`src/rtl/apb4_slave_regfile.sv`:
```
// APB4 completer fronting a bank of REG_NUM 32-bit read/write registers.
// Every access phase is stretched by WAIT_CYCLES pready-low cycles. Writes
// honour byte strobes. Out-of-range or misaligned addresses return pslverr.
// Register contents and one-cycle write pulses are exported to the owning IP.
module apb4_slave_regfile #(
  parameter int REG_NUM     = 8,
  parameter int WAIT_CYCLES = 0,
  parameter int ADDR_WIDTH  = 32
) (
  input  logic                    pclk,
  input  logic                    presetn,
  input  logic [ADDR_WIDTH-1:0]   paddr,
  input  logic [2:0]              pprot,
  input  logic                    psel,
  input  logic                    penable,
  input  logic                    pwrite,
  input  logic [31:0]             pwdata,
  input  logic [3:0]              pstrb,
  output logic                    pready,
  output logic [31:0]             prdata,
  output logic                    pslverr,
  output logic [REG_NUM*32-1:0]   regs_o,
  output logic [REG_NUM-1:0]      wr_pulse_o
);

  localparam logic [8:0] REG_NUM_W = 9'(REG_NUM);
  localparam logic [3:0] WAIT_W    = 4'(WAIT_CYCLES);

  typedef enum logic [0:0] {
    ST_IDLE   = 1'b0,
    ST_ACCESS = 1'b1
  } state_e;

  state_e               state_q, state_d;
  logic [3:0]           cnt_q, cnt_d;
  logic [31:0]          regs_q [REG_NUM];
  logic [31:0]          regs_d [REG_NUM];
  logic [REG_NUM-1:0]   wr_pulse_q, wr_pulse_d;

  logic [7:0]           idx_s;
  logic                 illegal_s;
  logic                 last_s;
  logic                 complete_s;
  logic                 wr_en_s;
  logic [31:0]          rd_mux_s;
  logic                 unused_s;

  // pprot and the address bits above the register index carry no meaning
  // here; upper address bits simply alias onto the same register bank.
  assign unused_s   = ^{pprot, paddr[ADDR_WIDTH-1:10]};

  assign idx_s      = paddr[9:2];
  assign illegal_s  = ({1'b0, idx_s} >= REG_NUM_W) || (paddr[1:0] != 2'b00);
  assign last_s     = (state_q == ST_ACCESS) && (cnt_q == 4'd0);
  assign complete_s = last_s && psel;
  assign wr_en_s    = complete_s && pwrite && !illegal_s;

  // Next-state logic: setup phase arms the access, wait counter stretches it.
  always_comb begin
    state_d = state_q;
    cnt_d   = cnt_q;
    case (state_q)
      ST_IDLE: begin
        if (psel && !penable) begin
          state_d = ST_ACCESS;
          cnt_d   = WAIT_W;
        end else begin
          state_d = ST_IDLE;
        end
      end
      ST_ACCESS: begin
        if (!psel) begin
          state_d = ST_IDLE;
        end else if (cnt_q == 4'd0) begin
          state_d = ST_IDLE;
        end else if (penable) begin
          cnt_d = cnt_q - 4'd1;
        end else begin
          cnt_d = cnt_q;
        end
      end
      default: begin
        state_d = ST_IDLE;
        cnt_d   = 4'd0;
      end
    endcase
  end

  // Register update and write pulse for a legal write at its completion edge.
  always_comb begin
    regs_d     = regs_q;
    wr_pulse_d = '0;
    for (int i = 0; i < REG_NUM; i++) begin
      if (wr_en_s && (idx_s == 8'(i))) begin
        wr_pulse_d[i] = 1'b1;
        for (int b = 0; b < 4; b++) begin
          if (pstrb[b]) begin
            regs_d[i][8*b +: 8] = pwdata[8*b +: 8];
          end else begin
            regs_d[i][8*b +: 8] = regs_q[i][8*b +: 8];
          end
        end
      end else begin
        regs_d[i] = regs_q[i];
      end
    end
  end

  // Read multiplexer over the register bank.
  always_comb begin
    rd_mux_s = 32'h0000_0000;
    for (int i = 0; i < REG_NUM; i++) begin
      if (idx_s == 8'(i)) begin
        rd_mux_s = regs_q[i];
      end else begin
        rd_mux_s = rd_mux_s;
      end
    end
  end

  // Response drivers: only the final access cycle presents a response.
  always_comb begin
    pready  = 1'b0;
    prdata  = 32'h0000_0000;
    pslverr = 1'b0;
    if (last_s) begin
      pready  = 1'b1;
      pslverr = illegal_s;
      if (!illegal_s && !pwrite) begin
        prdata = rd_mux_s;
      end else begin
        prdata = 32'h0000_0000;
      end
    end else begin
      pready = 1'b0;
    end
  end

  // State, counter, register bank and pulse flops; reset discards any access.
  always_ff @(posedge pclk or negedge presetn) begin
    if (!presetn) begin
      state_q    <= ST_IDLE;
      cnt_q      <= 4'd0;
      wr_pulse_q <= '0;
      for (int i = 0; i < REG_NUM; i++) begin
        regs_q[i] <= 32'h0000_0000;
      end
    end else begin
      state_q    <= state_d;
      cnt_q      <= cnt_d;
      wr_pulse_q <= wr_pulse_d;
      for (int i = 0; i < REG_NUM; i++) begin
        regs_q[i] <= regs_d[i];
      end
    end
  end

  assign wr_pulse_o = wr_pulse_q;

  for (genvar g = 0; g < REG_NUM; g++) begin : g_regs_out
    assign regs_o[32*g +: 32] = regs_q[g];
  end

endmodule

```
`config.mk`:
```
export PLATFORM = sky130hd
export DESIGN_NAME = apb4_slave_regfile
export DESIGN_NICKNAME = d
export VERILOG_FILES = /design/src/rtl/apb4_slave_regfile.sv
export SDC_FILE = /design/constraint.sdc
export NUM_CORES = 1
export LEC_CHECK = 0
export CAP_MARGIN = 20
export CORE_MARGIN = 1
export CORE_UTILIZATION = 27
export CTS_CLUSTER_SIZE = 8
export DETAILED_ROUTE_END_ITERATION = 8
export HOLD_SLACK_MARGIN = 0.03
export PLACE_DENSITY = 0.57
export RECOVER_POWER = 100
export REMOVE_ABC_BUFFERS = 1
export SYNTH_ARGS = -nofsm -noshare
export SYNTH_HDL_FRONTEND = slang
export SYNTH_SLANG_ARGS = --single-unit
```
`constraint.sdc`:
```
create_clock -name pclk -period 6.6 [get_ports pclk]
set_input_delay 0.66 -clock pclk [delete_from_list [all_inputs] [get_ports pclk]]
set_output_delay 0.66 -clock pclk [all_outputs]
set_load 0.05 [all_outputs]
```
# After elaboration in Yosys (flattened, before gate mapping)
# Cells that the tools add are included.
classes:
  add_sub_neg: 1
  reduce_logical: 54
  bitwise_logic: 1
  magnitude_cmp: 1
  eq_ne: 11
  n_mux: 29
ops:
  columns: ["operator", "count"]
  rows:
  - ["$mux 32", 10]
  - ["$reduce_and 2->1", 32]
  - ["$eq 8x3->1 const B", 4]
  - ["$eq 8x2->1 const B", 2]
  - ["$mux 4", 4]
  - ["$logic_and 1x1->1", 14]
  - ["$mux 1", 13]
  - ["$eq 8x1->1 const B", 1]
  - ["$ge 8x4->1 const B", 1]
  - ["$logic_not 8->1", 1]
  - ["$ne 2x2->1 const B", 4]
  - ["$pmux 4 s2", 1]
  - ["$logic_not 4->1", 1]
  - ["$reduce_and 4->1", 1]
  - ["$sub 4x1->4 const B", 1]
  - ["$logic_not 1->1", 3]
  - ["$pmux 1 s2", 1]
  - ["$reduce_bool 2->1", 1]
  - ["$logic_or 1x1->1", 1]
  - ["$not 1->1", 1]
totals:
  reg_bits: 269
  inputBits: 76
  output_inout_bits: 298
  elab_cells: 132

# Logic depth before layout (Yosys ltp)
# Gate-level depths: netlist of the first run.
depth:
  depth_word: 11
  ltp_mapped: 10
  ltp_nobuf: 7

# Least setup slack after synthesis of the first run
# No wires, ideal clock.
synth_path:
  path_type: "input port to output port"
  start: "input paddr[1]"
  end: "output prdata[0]"
  slack_ns: 2.736
  required_ns: 5.940
  arrival_time_ns: 3.204
  stages: 6
  path_buffers: 2
  path_cell_list: "nor2_1 > nand2_2 > or3_1 > clkbuf_1 > clkbuf_1 > a211oi_1"
synth_between:
  elab_chain_len: 6
synth_lines:
  columns: ["item", "line", "rtl"]
  rows:
  - ["start: declaration", "12", "input logic [ADDR_WIDTH-1:0] paddr,"]
  - ["$reduce_bool 2->1", "53", "assign illegal_s = ({1'b0, idx_s} >= REG_NUM_W) || (paddr[1:0] != 2'b00);"]
  - ["$logic_or 1x1->1", "53", null]
  - ["$logic_not 1->1", "129", "if (!illegal_s && !pwrite) begin"]
  - ["$logic_and 1x1->1", "129", null]
  - ["$mux 32", "129", null]
  - ["$mux 32", "126", "if (last_s) begin"]
  - ["end: declaration", "20", "output logic [31:0] prdata,"]
# No other way between the ends.

# Worst setup path in the final report of the first run
layout_path:
  start: "input paddr[3]"
  end: "output prdata[11]"
layout_between:
  elab_chain_len: 11
  elab_cells_between_ends: 22
  cone_classes: "1 x order compare; 7 x eq/ne; 10 x mux; 4 x reduce/logical"
layout_lines:
  columns: ["item", "line", "rtl"]
  rows:
  - ["$logic_not 8->1", "113", "if (idx_s == 8'(i)) begin"]
  - ["$mux 32 (8 in a row)", "113", null]
  - ["$mux 32 (*)", "129", null]
  - ["$mux 32 (*)", "126", null]
# Every way passes the cells marked *; elsewhere a longest branch is shown, timed or not.

==> impl_results.md, run 1 <==
- Fraction of the yosys area taken by sequential cells: 0.528
- CTS max path bufs: 3
- DRC: 0
- Clock sink count: 269
- Worst Path Max Fanout: between 40 and 50
- IO buf count: roughly 350
- Commonest cells after routing, fill and taps aside: dlygate4sd3_1 (299), mux2_2 (275), dfrtp_1 (269)
- Yosys top cell by area: dfrtp_1
- P&R area growth vs syn: 39.0%
- Cell Count, Final, Fillers Out: between 1.5k and 2k
- Clock Skew: approximately 0.017 ns
- Dpl cells: roughly 1.9k
- Worst Max-Slew Pin Slew: around 3.5 ns
- Final #Nets: 1414
- Vias/cell: roughly 5.1
- Maximum vdd drop: approximately 0.13 mV
- Syn_area_per_cell: about 13 µm²
- Drt initial violations: about 540
- Max-Cap Viols: 16
- Gr ovfl total: 0
- Synth Register Bits: roughly 270
- Syn Std Cell Area: ~0.013 mm²
- Setup_tns: 0 ns
- CP required: around 5.9 ns
- Cell area after layout: roughly 0.018 mm²
- RSZ-0062 raised after global routing: no
- Leakage: between 8 and 9 nW
- Filler Cells Inserted: 4524
- Critical path class: primary input to output port
- Routed Antenna Nets: 0
- Synth warnings: 0
- Placed instance area: around 0.017 mm²
- Worst-Skew Late Latency: around 0.55 ns
- Hold Fails Final Rpt: 0
- Worst path slowest cell: clkbuf_2
- CTS buffer count: 39
- CTS tree: built
- Fmax: between 150 and 200 MHz
- CP Data Arrival Time: ~4.8 ns
- Slew Viols, Final: about 430
- Final Cycle Share: 0.830
- Top_reg_cell synth: dfrtp_1
- Core Util, Final: 0.380
- H-tree Lvls: 2
- Startpoint Class: primary input
- Status: finished with violations
- # IOs: ~370
- Async SR Flop Fraction: 1.00
- Number of synthesized flops with an enable pin: 0
- Post-layout minimum cycle time: roughly 5.5 ns
- GR Util All Layers: 0.203
- Final Wtd Congestion: slightly below 0.8
- Final setup fails: 0
- Largest stage delay, worst path: roughly 1.1 ns
- Root Driver: clkbuf_16
- Multi-input gate area: between 0.005 and 0.006 mm²
- PnR Total Power: around 3.8 mW
- Post-Synthesis Cells: 975
- Area share of the leading cell type in the synthesized netlist: 0.528
- Commonest non-fill, non-tap cell in the layout: dlygate4sd3_1
- Number of antenna violations at the first check in global routing: 3
- Die X: roughly 220 µm
- Vias in the first global route: 10.3k
- Wire length per cell: approximately 25 µm
- Hold Path Class: flop to flop
- Total number of vias: a little under 10k
- # resized after CTS: 0
- Relative slew margins: -1.36
- Dpl hpwl: between 30000 and 40000 µm
- Core area: around 0.047 mm²
- Drt total wl: 48600 µm
- DIE AREA: 0.0481 mm²
- Number of setup buffers added after CTS: 0
- Area contributors post-synth: dfrtp_1 (53%), mux2_2 (24%), mux2i_1 (4.3%)
- Initial Utilization: 0.274
- First-pass GRT wire length: 70400 µm
- Critical Path End Type: output port
- Post-synth cell types: 48
- Layout cells sized above 1: 0.260
- DIE HEIGHT: 219 µm
- Failing checks: max-capacitance violations, max-slew violations
- CP Cell Sequence: clkbuf_2 -> nand2_1 -> o32ai_1 -> o22ai_1 -> a21oi_1 -> dlygate4sd3_1
- Pre-Repair DR Iteration Count: 4
- Hold_buf cts: 0
- Pin count of the biggest net entering global routing: 138
- Storage cell area: around 0.0067 mm²
- Std cell rows: slightly below 80
- P per Cell Area: about 210 mW/mm²
- Worst-path clk slew: roughly 0.05 ns
-- routing by layer --
layer	up-vias	GRT usage	share of wire
li1	4339	-	-
met1	5088	0.261	0.43
met2	369	0.322	0.46
met3	104	0.0506	0.067
met4	2	0.0870	0.037
met5	-	0	0.00025
-- layout make-up --
type                       instances  area share
tap                              607      0.0429
timing repair buffer             369       0.203
antenna                            2    0.000283
multi-input combinational        648       0.313
inverter                          10     0.00212
clock buffer                      44      0.0586
sequential                       269       0.380
-- cells in the mapped netlist (4+ instances only) --
master / instances
mux2_2: 276
dfrtp_1: 269
nor2_1: 57
mux2i_1: 55
a21oi_1: 33
clkbuf_1: 32
o21ai_0: 29
o22ai_1: 28
a211oi_1: 27
nand2_1: 23
nand3_2: 12
inv_1: 9
nand3_1: 9
nor3_4: 8
buf_1: 7
nand2b_1: 7
nor2b_1: 7
nor4_1: 7
and3_1: 6
buf_2: 6
nor4_4: 6
o2bb2ai_1: 6
a31oi_1: 5
mux4_2: 5
nor3_1: 5
o32ai_1: 5
a22o_1: 4
nand4_1: 4
or4_1: 4
-- cells by family (layout without fill, tap and decap cells) --
family          after synthesis  after routing  synth area share
fa+ha+maj                     1              1          0.000982
buf+inv                      58            423            0.0186
compound gates              141            141            0.0692
mux                         338            338             0.298
other cells                   0              2                 0
simple gates                168            168            0.0852
flops                       269            269             0.528
-- stage by stage --
stage	hold WS (ns)	worst slack, ns
floorplan	0.364	1.96
global placement	0.508	1.77
detailed placement	0.504	1.70
CTS	0.0489	1.37
global route	0.532	0.673
finish	0.512	1.12
-- path summary, 6_finish.rpt --
path,from,endpoint,slack (ns),depth (start not counted)
worst max-delay path,paddr[3],prdata[11],1.12,6
worst min-delay path,cnt_q[1],cnt_q[1],0.51,2
worst max register to register,cnt_q[0],regs_o[110],2.26,7
worst min register to register,cnt_q[1],cnt_q[1],0.51,2
max in group asynchronous,presetn,regs_o[170],1.67,2
min in group asynchronous,presetn,regs_o[3],1.32,1
-- power breakdown --
group / internal [mW] / switching [mW] / total (mW) / leakage [nW]
registers: 1.67 / 0.0128 / 1.68 / 3.76
logic: 0.0844 / 0.200 / 0.284 / 4.67
clock network: 1.09 / 0.716 / 1.80 / 0.509
total: 2.84 / 0.929 / 3.77 / 8.94
-- worst max-delay path: cells and delay by family --
kind	cells	cell delay (ns)
buffers and inverters	2	2.06
AO/OA/AOI/OAI	3	0.96
AND/OR/NAND/NOR	1	1.07
-- registers in the layout, indices dropped and copies added (netlist names) --
name,flops
regs_o,256
cnt_q,4
state_q,1
wr_pulse_o,8
(Power assumes the default switching activity.)
==> inputs of run 2 (changes only) <==
- clock period: 6.6 -> 5.6 ns (I/O delays scaled with it)
==> impl_results.md, run 2 (same netlist as run 1, synthesis figures left out) <==
- Vias/cell: 5.00 (-1.6%)
- Hold Path Class: flop to flop
- DRC: 0 (unchanged)
- DIE HEIGHT: 219 µm (unchanged)
- Failing checks: max-capacitance violations, max-slew violations
- Critical path class: primary input to output port
- Maximum vdd drop: 0.238 mV (+78%)
- Pin count of the biggest net entering global routing: 134 (-2.9%)
- # IOs: 374 (unchanged)
- Relative slew margins: -1.10 (+0.262)
- Final #Nets: 1421 (+0.50%)
- Post-layout minimum cycle time: 5.00 ns
- CP Data Arrival Time: 4.44 ns (-0.38 ns)
- RSZ-0062 raised after global routing: no
- Critical Path End Type: output port
- Die X: 219 µm (unchanged)
- CP required: 5.04 ns (-0.90 ns)
- Leakage: 8.95 nW (about the same)
- Number of antenna violations at the first check in global routing: 3 (unchanged)
- Fmax: about 200 MHz
- Startpoint Class: primary input
- IO buf count: 348 (unchanged)
- Commonest cells after routing, fill and taps aside: mux2_2 (275), dfrtp_1 (269), dlygate4sd3_1 (267)
- Worst Path Max Fanout: 29 (-34%)
- Worst hold slack: 0.518 ns (+0.00615 ns)
- Routed Antenna Nets: 0 (unchanged)
- Wire length per cell: 24.7 µm (-0.92%)
- Hold Fails Final Rpt: 0 (unchanged)
- Status: finished with violations
- Cell area after layout: 0.0179 mm² (+1.2%)
- Final Wtd Congestion: 0.791 (+1.7%)
- # resized after CTS: 0 (unchanged)
- Setup_tns: 0 ns (unchanged)
- Root Driver: clkbuf_16
- Worst-Skew Late Latency: 0.54 ns (about the same)
- Drt initial violations: 378 (-30%)
- Commonest non-fill, non-tap cell in the layout: mux2_2
- Total number of vias: 9786 (-1.2%)
- CTS tree: built
- Core area: 0.0466 mm² (unchanged)
- Max-Cap Viols: 10 (-6)
- Dpl cells: 1908 (+0.26%)
- Dpl hpwl: 32300 µm (+2.1%)
- P per Cell Area: 249 mW/mm² (+17%)
- GR Util All Layers: 0.201 (-0.00153)
- H-tree Lvls: 2 (unchanged)
- Worst Max-Slew Pin Slew: 3.15 ns (-0.394 ns)
- Pre-Repair DR Iteration Count: 6 (+2)
- Vias in the first global route: 10.1k (-2.0%)
- Worst-path clk slew: 0.05 ns (about the same)
- Final setup fails: 0 (unchanged)
- Initial Utilization: 0.274 (unchanged)
- Cell Count, Final, Fillers Out: 1958 (+0.46%)
- Layout cells sized above 1: 0.279 (+0.0190)
- Placed instance area: 0.0173 mm² (+2.1%)
- Clock sink count: 269 (unchanged)
- PnR Total Power: 4.46 mW (+18%)
- Clock Skew: 0.0184 ns (+0.00114 ns)
- Final Cycle Share: 0.893
- Std cell rows: 79 (unchanged)
- CTS max path bufs: 3 (unchanged)
- DIE AREA: 0.0481 mm² (unchanged)
- Slew Viols, Final: 159 (-63%)
- First-pass GRT wire length: 69700 µm (-0.95%)
- Drt total wl: 48400 µm (-0.46%)
- Gr ovfl total: 0 (unchanged)
- P&R area growth vs syn: 40.7%
- CTS buffer count: 40 (+2.6%)
- Max FFs per register: 256 (unchanged)
==> run 2: metal layers <==
| layer | wire length, µm | GRT usage |
|---|---|---|
| met1 | 21000 | 0.262 |
| met2 | 22900 | 0.327 |
| met3 | 3360 | 0.0460 |
| met4 | 1120 | 0.0681 |
| met5 | 14 | 0 |
==> run 2: final timing paths <==
check                            startpoint  depth (start not counted)  slack (ns)     endpoint
worst min register to register  regs_o[115]                          1        0.52  regs_o[115]
worst min-delay path            regs_o[115]                          1        0.52  regs_o[115]
worst max register to register     cnt_q[0]                          7        1.43  regs_o[117]
worst max-delay path               paddr[3]                          7        0.60   prdata[29]
min in group asynchronous           presetn                          2        0.59   regs_o[35]
max in group asynchronous           presetn                          3        1.53   regs_o[47]
==> run 2: cell type report <==
cell class,count,area (µm²)
Antenna cell,2,5.00
Clock buffer,46,1050
Clock inverter,1,7.51
Fill cell,4522,28600
Inverter,10,37.5
Multi-Input combinational cell,648,5580
Sequential cell,269,6730
Tap cell,607,759
Timing Repair Buffer,375,3740
==> run 2: stage by stage <==
step | setup slack [ns] | utilization
floorplan | 1.16 | -
global placement | 1.55 | 0.372
detailed placement | 1.55 | 0.372
CTS | 0.976 | 0.395
global route | 0.459 | 0.385
finish | 0.599 | 0.385
==> run 2: repair_timing <==
| action | CTS | global route |
|---|---|---|
| buffers inserted | 0 | 0 |
| hold buffers | 1 | 0 |
| endpoints found under the setup margin | 0 | 0 |
| hold endpoints to repair | 32 | 0 |
==> run 2: worst max-delay path, cell delays in order <==
cell	delay (ns)
buf_4	0.38
clkbuf_1	1.43
nand3_2	0.83
clkbuf_2	0.64
nor2_1	0.23
a211oi_1	0.12
buf_12	0.21
==> run 2: where the power goes <==
part	leakage, nW	total, mW	internal [mW]	switching (mW)
logic	4.67	0.341	0.103	0.238
registers	3.76	1.98	1.96	0.0155
clock network	0.517	2.14	1.30	0.836
total	8.95	4.46	3.37	1.09
==> inputs of run 3 (changes only) <==
- SKIP_LAST_GASP: unset -> 1
==> results of run 3 <==
Same layout as run 2: the final DEF is identical, and so are final timing and power.
==> RTL edit 1: new RTL, flow settings as in run 2 <==
Set the parameter `REG_NUM` to 4 (it was 8).
--- a/src/rtl/apb4_slave_regfile.sv
+++ b/src/rtl/apb4_slave_regfile.sv
@@ -3,7 +3,7 @@
 // honour byte strobes. Out-of-range or misaligned addresses return pslverr.
 // Register contents and one-cycle write pulses are exported to the owning IP.
 module apb4_slave_regfile #(
-  parameter int REG_NUM     = 8,
+  parameter int REG_NUM     = 4,
   parameter int WAIT_CYCLES = 0,
   parameter int ADDR_WIDTH  = 32
 ) (
Ports: changed (resized regs_o and wr_pulse_o); port bits go from 374 to 242. The function was not compared with the original's and may differ.
==> RTL edit 1 against run 2 <==
  * The flow still finishes with violations (capacitance limit, slew limit)
  * Area after synthesis shrank 50%
  * Wire length is 59% lower
  * Final area down 48%
  * Clock power down 47%
  * Setup slack improved by 0.0056 ns
  * Sequential cell count shrank 132
  * Via count fell by 50%
  * Sequential power is 48% lower
  * Total power down 47%
  * Global-route usage decreased by 3.1 points
  * Combinational power shrank 36%
  * Highest routed layer is now met4
==> RTL edit 1: results (changes against run 2) <==
Timing
  – Fin worst setup slack: 0.605 ns (+0.00558 ns)
  – WHS: 0.524 ns (+0.00554 ns)
  – Worst-Margin Slew: 3.74 ns (+0.588 ns)
  – Final Max Slew Viols: 143 (-10%)

Routing
  – Routed length on met3: 974 microns (-71%)
  – Met2 Routed Length: 10,500 microns (-54%)
  – Total number of vias: 4,892 (-50%)
  – DRT met1 WL: 8270 microns (-61%)
  – Iter 0 DRT Violations: 171 (-55%)
  – Wirelength per Cell: 19.4 microns (-21%)
  – DRT Pass-1 Iters: 5 (-1)

Status
  – Failing checks: capacitance limit, slew limit
  – Outcome: finished, violations left

Global route
  – Met1 Track Usage GR: 20.6% (-5.6 points)
  – Vias in the first global route: 5,280 (-48%)
  – Largest net degree at the start of global routing: 71 (-47%)
  – Initial antenna violation count: 0 (-3)
  – Total GRT Usage: 17.0% (-3.1 points)
  – GR Util met2: 29.8% (-2.9 points)

Synthesis
  – Post-synthesis sequential area ratio: 53.5% (+0.67 points)
  – Cell variety after synth: 33 (-31%)
  – Cells after synthesis: 485 (-50%)
  – Top cells by count, synth: 153 x mux2_2, 137 x dfrtp_1, 41 x nor2_1

Power
  – Tot Pwr: 0.00237 W (-47%)
  – Static Leakage: 4.80 nW (-46%)
  – Int Power: 0.00180 W (-47%)
  – Seq pwr: 0.00102 W (-48%)
  – Max IR drop VDD: 0.000155 V (-35%)
  – Clk pwr share: 47.7% (-0.2 points)

Finish
  – ANT cells: 0 (-2)
  – Final layout net count: 779 (-45%)
  – Share of post-route cells with drive strength above 1: 27.5% (-0.50 points)
  – Max reg flops: 128 (-50%)

Clock network
  – Clk_lat worst skew: 0.41 ns (-0.13 ns)
  – H-tree depth: 4 (+2)
  – Clock buffer depth: 2 (-1)

Hold path
  – Hold Path Sink: regs_o[125]$_DFFE_PN0P_
  – Hold Crit Start: regs_o[125]$_DFFE_PN0P_

Placement
  – Port buffer count: 216 (-38%)
  – RePlAce Congestion: 0.754 (-4.8%)
  – DP HPWL: 13,700 microns (-58%)

Critical path
  – CP max FO: 32 (+10%)
  – R2r setup slk: 2.00 ns (+0.57 ns)
  – CP Launch Point: paddr[7]
  – Worst R2R End: regs_o[40]$_DFFE_PN0P_
  – Worst Setup EP: prdata[18]

Job
  – Maxcap violations: 9 (-1)
[RTL edit 1: critical path, cell delays in order]
cell and delay [ns]:
clkdlybuf4s50_1 0.40, nor4_1 0.80, nand2_2 0.06, buf_4 0.21
or4b_2 1.10, nor3_1 0.38, dlygate4sd3_1 0.91
[RTL edit 1: logic make-up after synthesis]
| group | count (synthesis) | share of synthesized area (%) |
|---|---|---|
| compound gates | 43 | 4.28 |
| fa+ha+maj | 1 | 0.195 |
| simple gates | 112 | 10.8 |
| buf+inv | 31 | 2.46 |
| mux | 161 | 28.8 |
| flops | 137 | 53.5 |
[RTL edit 1: cell type report]
| class | count | area [sq um] |
|---|---|---|
| flip-flops and latches | 137 | 3430 |
| inverters | 5 | 18.8 |
| clock buffers | 19 | 443 |
| clock inverters | 12 | 150 |
| multi-input cells | 317 | 2660 |
| repair buffers | 224 | 2210 |
| fillers | 2310 | 14100 |
| well taps | 319 | 399 |
==> RTL edit 2: new RTL, settings of run 2 <==
Without the edit above. Put a register stage on the output `pslverr`, without a reset. The value now appears one clock later. The other outputs are not delayed to match.
--- a/src/rtl/apb4_slave_regfile.sv
+++ b/src/rtl/apb4_slave_regfile.sv
@@ -30,6 +30,8 @@
     ST_IDLE   = 1'b0,
     ST_ACCESS = 1'b1
   } state_e;
+
+  logic pslverr_d;
 
   state_e               state_q, state_d;
   logic [3:0]           cnt_q, cnt_d;
@@ -122,10 +124,10 @@
   always_comb begin
     pready  = 1'b0;
     prdata  = 32'h0000_0000;
-    pslverr = 1'b0;
+    pslverr_d = 1'b0;
     if (last_s) begin
       pready  = 1'b1;
-      pslverr = illegal_s;
+      pslverr_d = illegal_s;
       if (!illegal_s && !pwrite) begin
         prdata = rd_mux_s;
       end else begin
@@ -161,5 +163,9 @@
     assign regs_o[32*g +: 32] = regs_q[g];
   end
 
+  always_ff @(posedge pclk) begin
+    pslverr <= pslverr_d;
+  end
+
 endmodule
 
Formal check against the unedited RTL: not equivalent (Yosys sat finds a counterexample within 4 cycles, from zero or initial values and one cycle with presetn low).
==> RTL edit 2 against run 2 <==
  * The run still ends with capacitance limit, slew limit left
  * Combinational power about the same
  * Area after synthesis up 0.16%
  * Total power up 1.3%
  * Maximum frequency up 0.17%
  * Setup slack better by 0.0082 ns
  * Core utilization down 0.61 points
  * Non-clock buffer count down 4
  * Final area down 1.6%
  * Sequential share of layout area up 0.72 points
  * Hold slack worse by 0.0099 ns
  * Wire length up 1.2%
  * Sequential cell count up 1
  * Largest power group unchanged
==> RTL edit 2: results (changes against run 2) <==
Finish
  – Non-clock buffer share: 19.6% (-1.3 points)
  – Clock-cell share: 6.17% (+0.24 points)
  – Multi-input combinational area share: 31.5% (+0.31 points)
  – FF+latch area: 6750 sq um (+0.30%)
  – Clkbuf count: 47 (+2.2%)
  – Area Overhead vs Synth: 38.2%
  – Fin cells: 1,955 (-0.15%)
  – Share of post-route cells with drive strength above 1: 26.9% (-1.1 points)
  – Final layout net count: 1,418 (-0.21%)
  – Fillers: 4,588 (+1.5%)
  – Inverters: 10 (unchanged)
  – Non-clock buffers: 371 (-1.1%)

Synthesis
  – Ys async rst share: 99.6% (-0.37 points)
  – Post-synthesis sequential area ratio: 52.9% (+0.074 points)
  – Cells after synthesis: 976 (+0.10%)
  – Synth Warn #: 0 (unchanged)
  – Synth top area cells: dfrtp_1 53%, mux2_2 24%, mux2i_1 4.3%, nor2_1 1.7%, a211oi_1 1.6%
  – Seq cells post-synth: 270 (+0.37%)

Placement
  – Cell total after placement: 1,906 (-0.10%)
  – Placed cell area: 17,300 sq um (-0.34%)
  – Worst slack at placement: 1.32 ns (-0.227 ns)
  – RePlAce Congestion: 0.825 (+4.3%)
  – DP HPWL: 32,200 microns (-0.35%)

Critical path
  – Worst Setup EP: prdata[28]
  – Worst EP arrival: 4.43 ns (about the same)
  – Worst R2R End: regs_o[111]$_DFFE_PN0P_
  – CP max FO: 19 (-34%)
  – CP Launch Point: cnt_q[0]$_DFFE_PN0P_
  – R2r setup slk: 1.03 ns (-0.40 ns)

Clock network
  – Clk root buf: clkbuf_16
  – Post-CTS setup buffers: 0 (unchanged)
  – Clk_lat worst skew: 0.54 ns (about the same)
  – Clk slew on worst S/H paths: 0.05 ns (about the same)

Timing
  – Fin worst setup slack: 0.607 ns (+0.00823 ns)
  – Worst-Margin Slew: 3.03 ns (-0.125 ns)
  – Setup Skew: 0.00820 ns (-0.0102 ns)
  – Final Max Slew Viols: 213 (+34%)
  – WHS: 0.509 ns (-0.00993 ns)

Status
  – Failing checks: capacitance limit, slew limit
  – Outcome: finished, violations left

Global route
  – Initial antenna violation count: 5 (+2)
  – Total GRT Usage: 20.3% (+0.23 points)
  – Vias in the first global route: 10.3k (+1.5%)
  – First-pass GRT wire length: 70,900 microns (+1.7%)
  – Largest net degree at the start of global routing: 110 (-18%)

Power
  – Max IR drop VDD: 0.000182 V (-24%)
  – Clk pwr share: 48.4% (+0.5 points)
  – Comb pwr share: 7.5% (-0.2 points)
  – Static Leakage: 8.83 nW (-1.3%)
  – PD cells: 256 nW/um^2 (+2.9%)
  – Int Power: 0.00341 W (+1.3%)

Routing
  – Wirelength per Cell: 25.0 microns (+1.4%)
  – Vias per cell: 5.06 (+1.2%)
  – DRT Pass-1 Iters: 5 (-1)
  – Iter 0 DRT Violations: 559 (+48%)

Job
  – Maxcap violations: 14 (+4)

Hold path
  – Hold Crit Start: regs_o[80]$_DFFE_PN0P_
  – Worst hold path type: flop to flop
  – Hold Path Sink: regs_o[80]$_DFFE_PN0P_
## RTL edit 2: worst max-delay path: stages (launching register included)
cell and delay [ns]:
dfrtp_1 0.40, inv_1 0.07, ha_1 0.18, nand4bb_1 0.34, inv_1 0.27, nand2_1 0.28, or3_1 0.92, clkbuf_2 0.56
a211oi_1 0.36, clkbuf_1 0.50
## RTL edit 2: cell families after synthesis
group	after synthesis	synth area share [%]
buffers and inverters	58	1.87
multiplexers	338	29.7
AND/OR/NAND/NOR	168	8.49
adder cells (fa/ha/maj)	1	0.0980
AO/OA/AOI/OAI	141	6.91
flip-flops	270	52.9
## RTL edit 2: metal layers
metal / share of wire (%) / vias to the layer above / wire length [microns] / track usage, %
met3: 7.5 / 88 / 3680 / 5.42
met2: 46 / 362 / 22700 / 32.0
met4: 2.8 / 6 / 1380 / 7.06
li1: - / 4355 / - / -
met1: 43 / 5079 / 21200 / 26.8
met5: 0.074 / - / 36 / 0
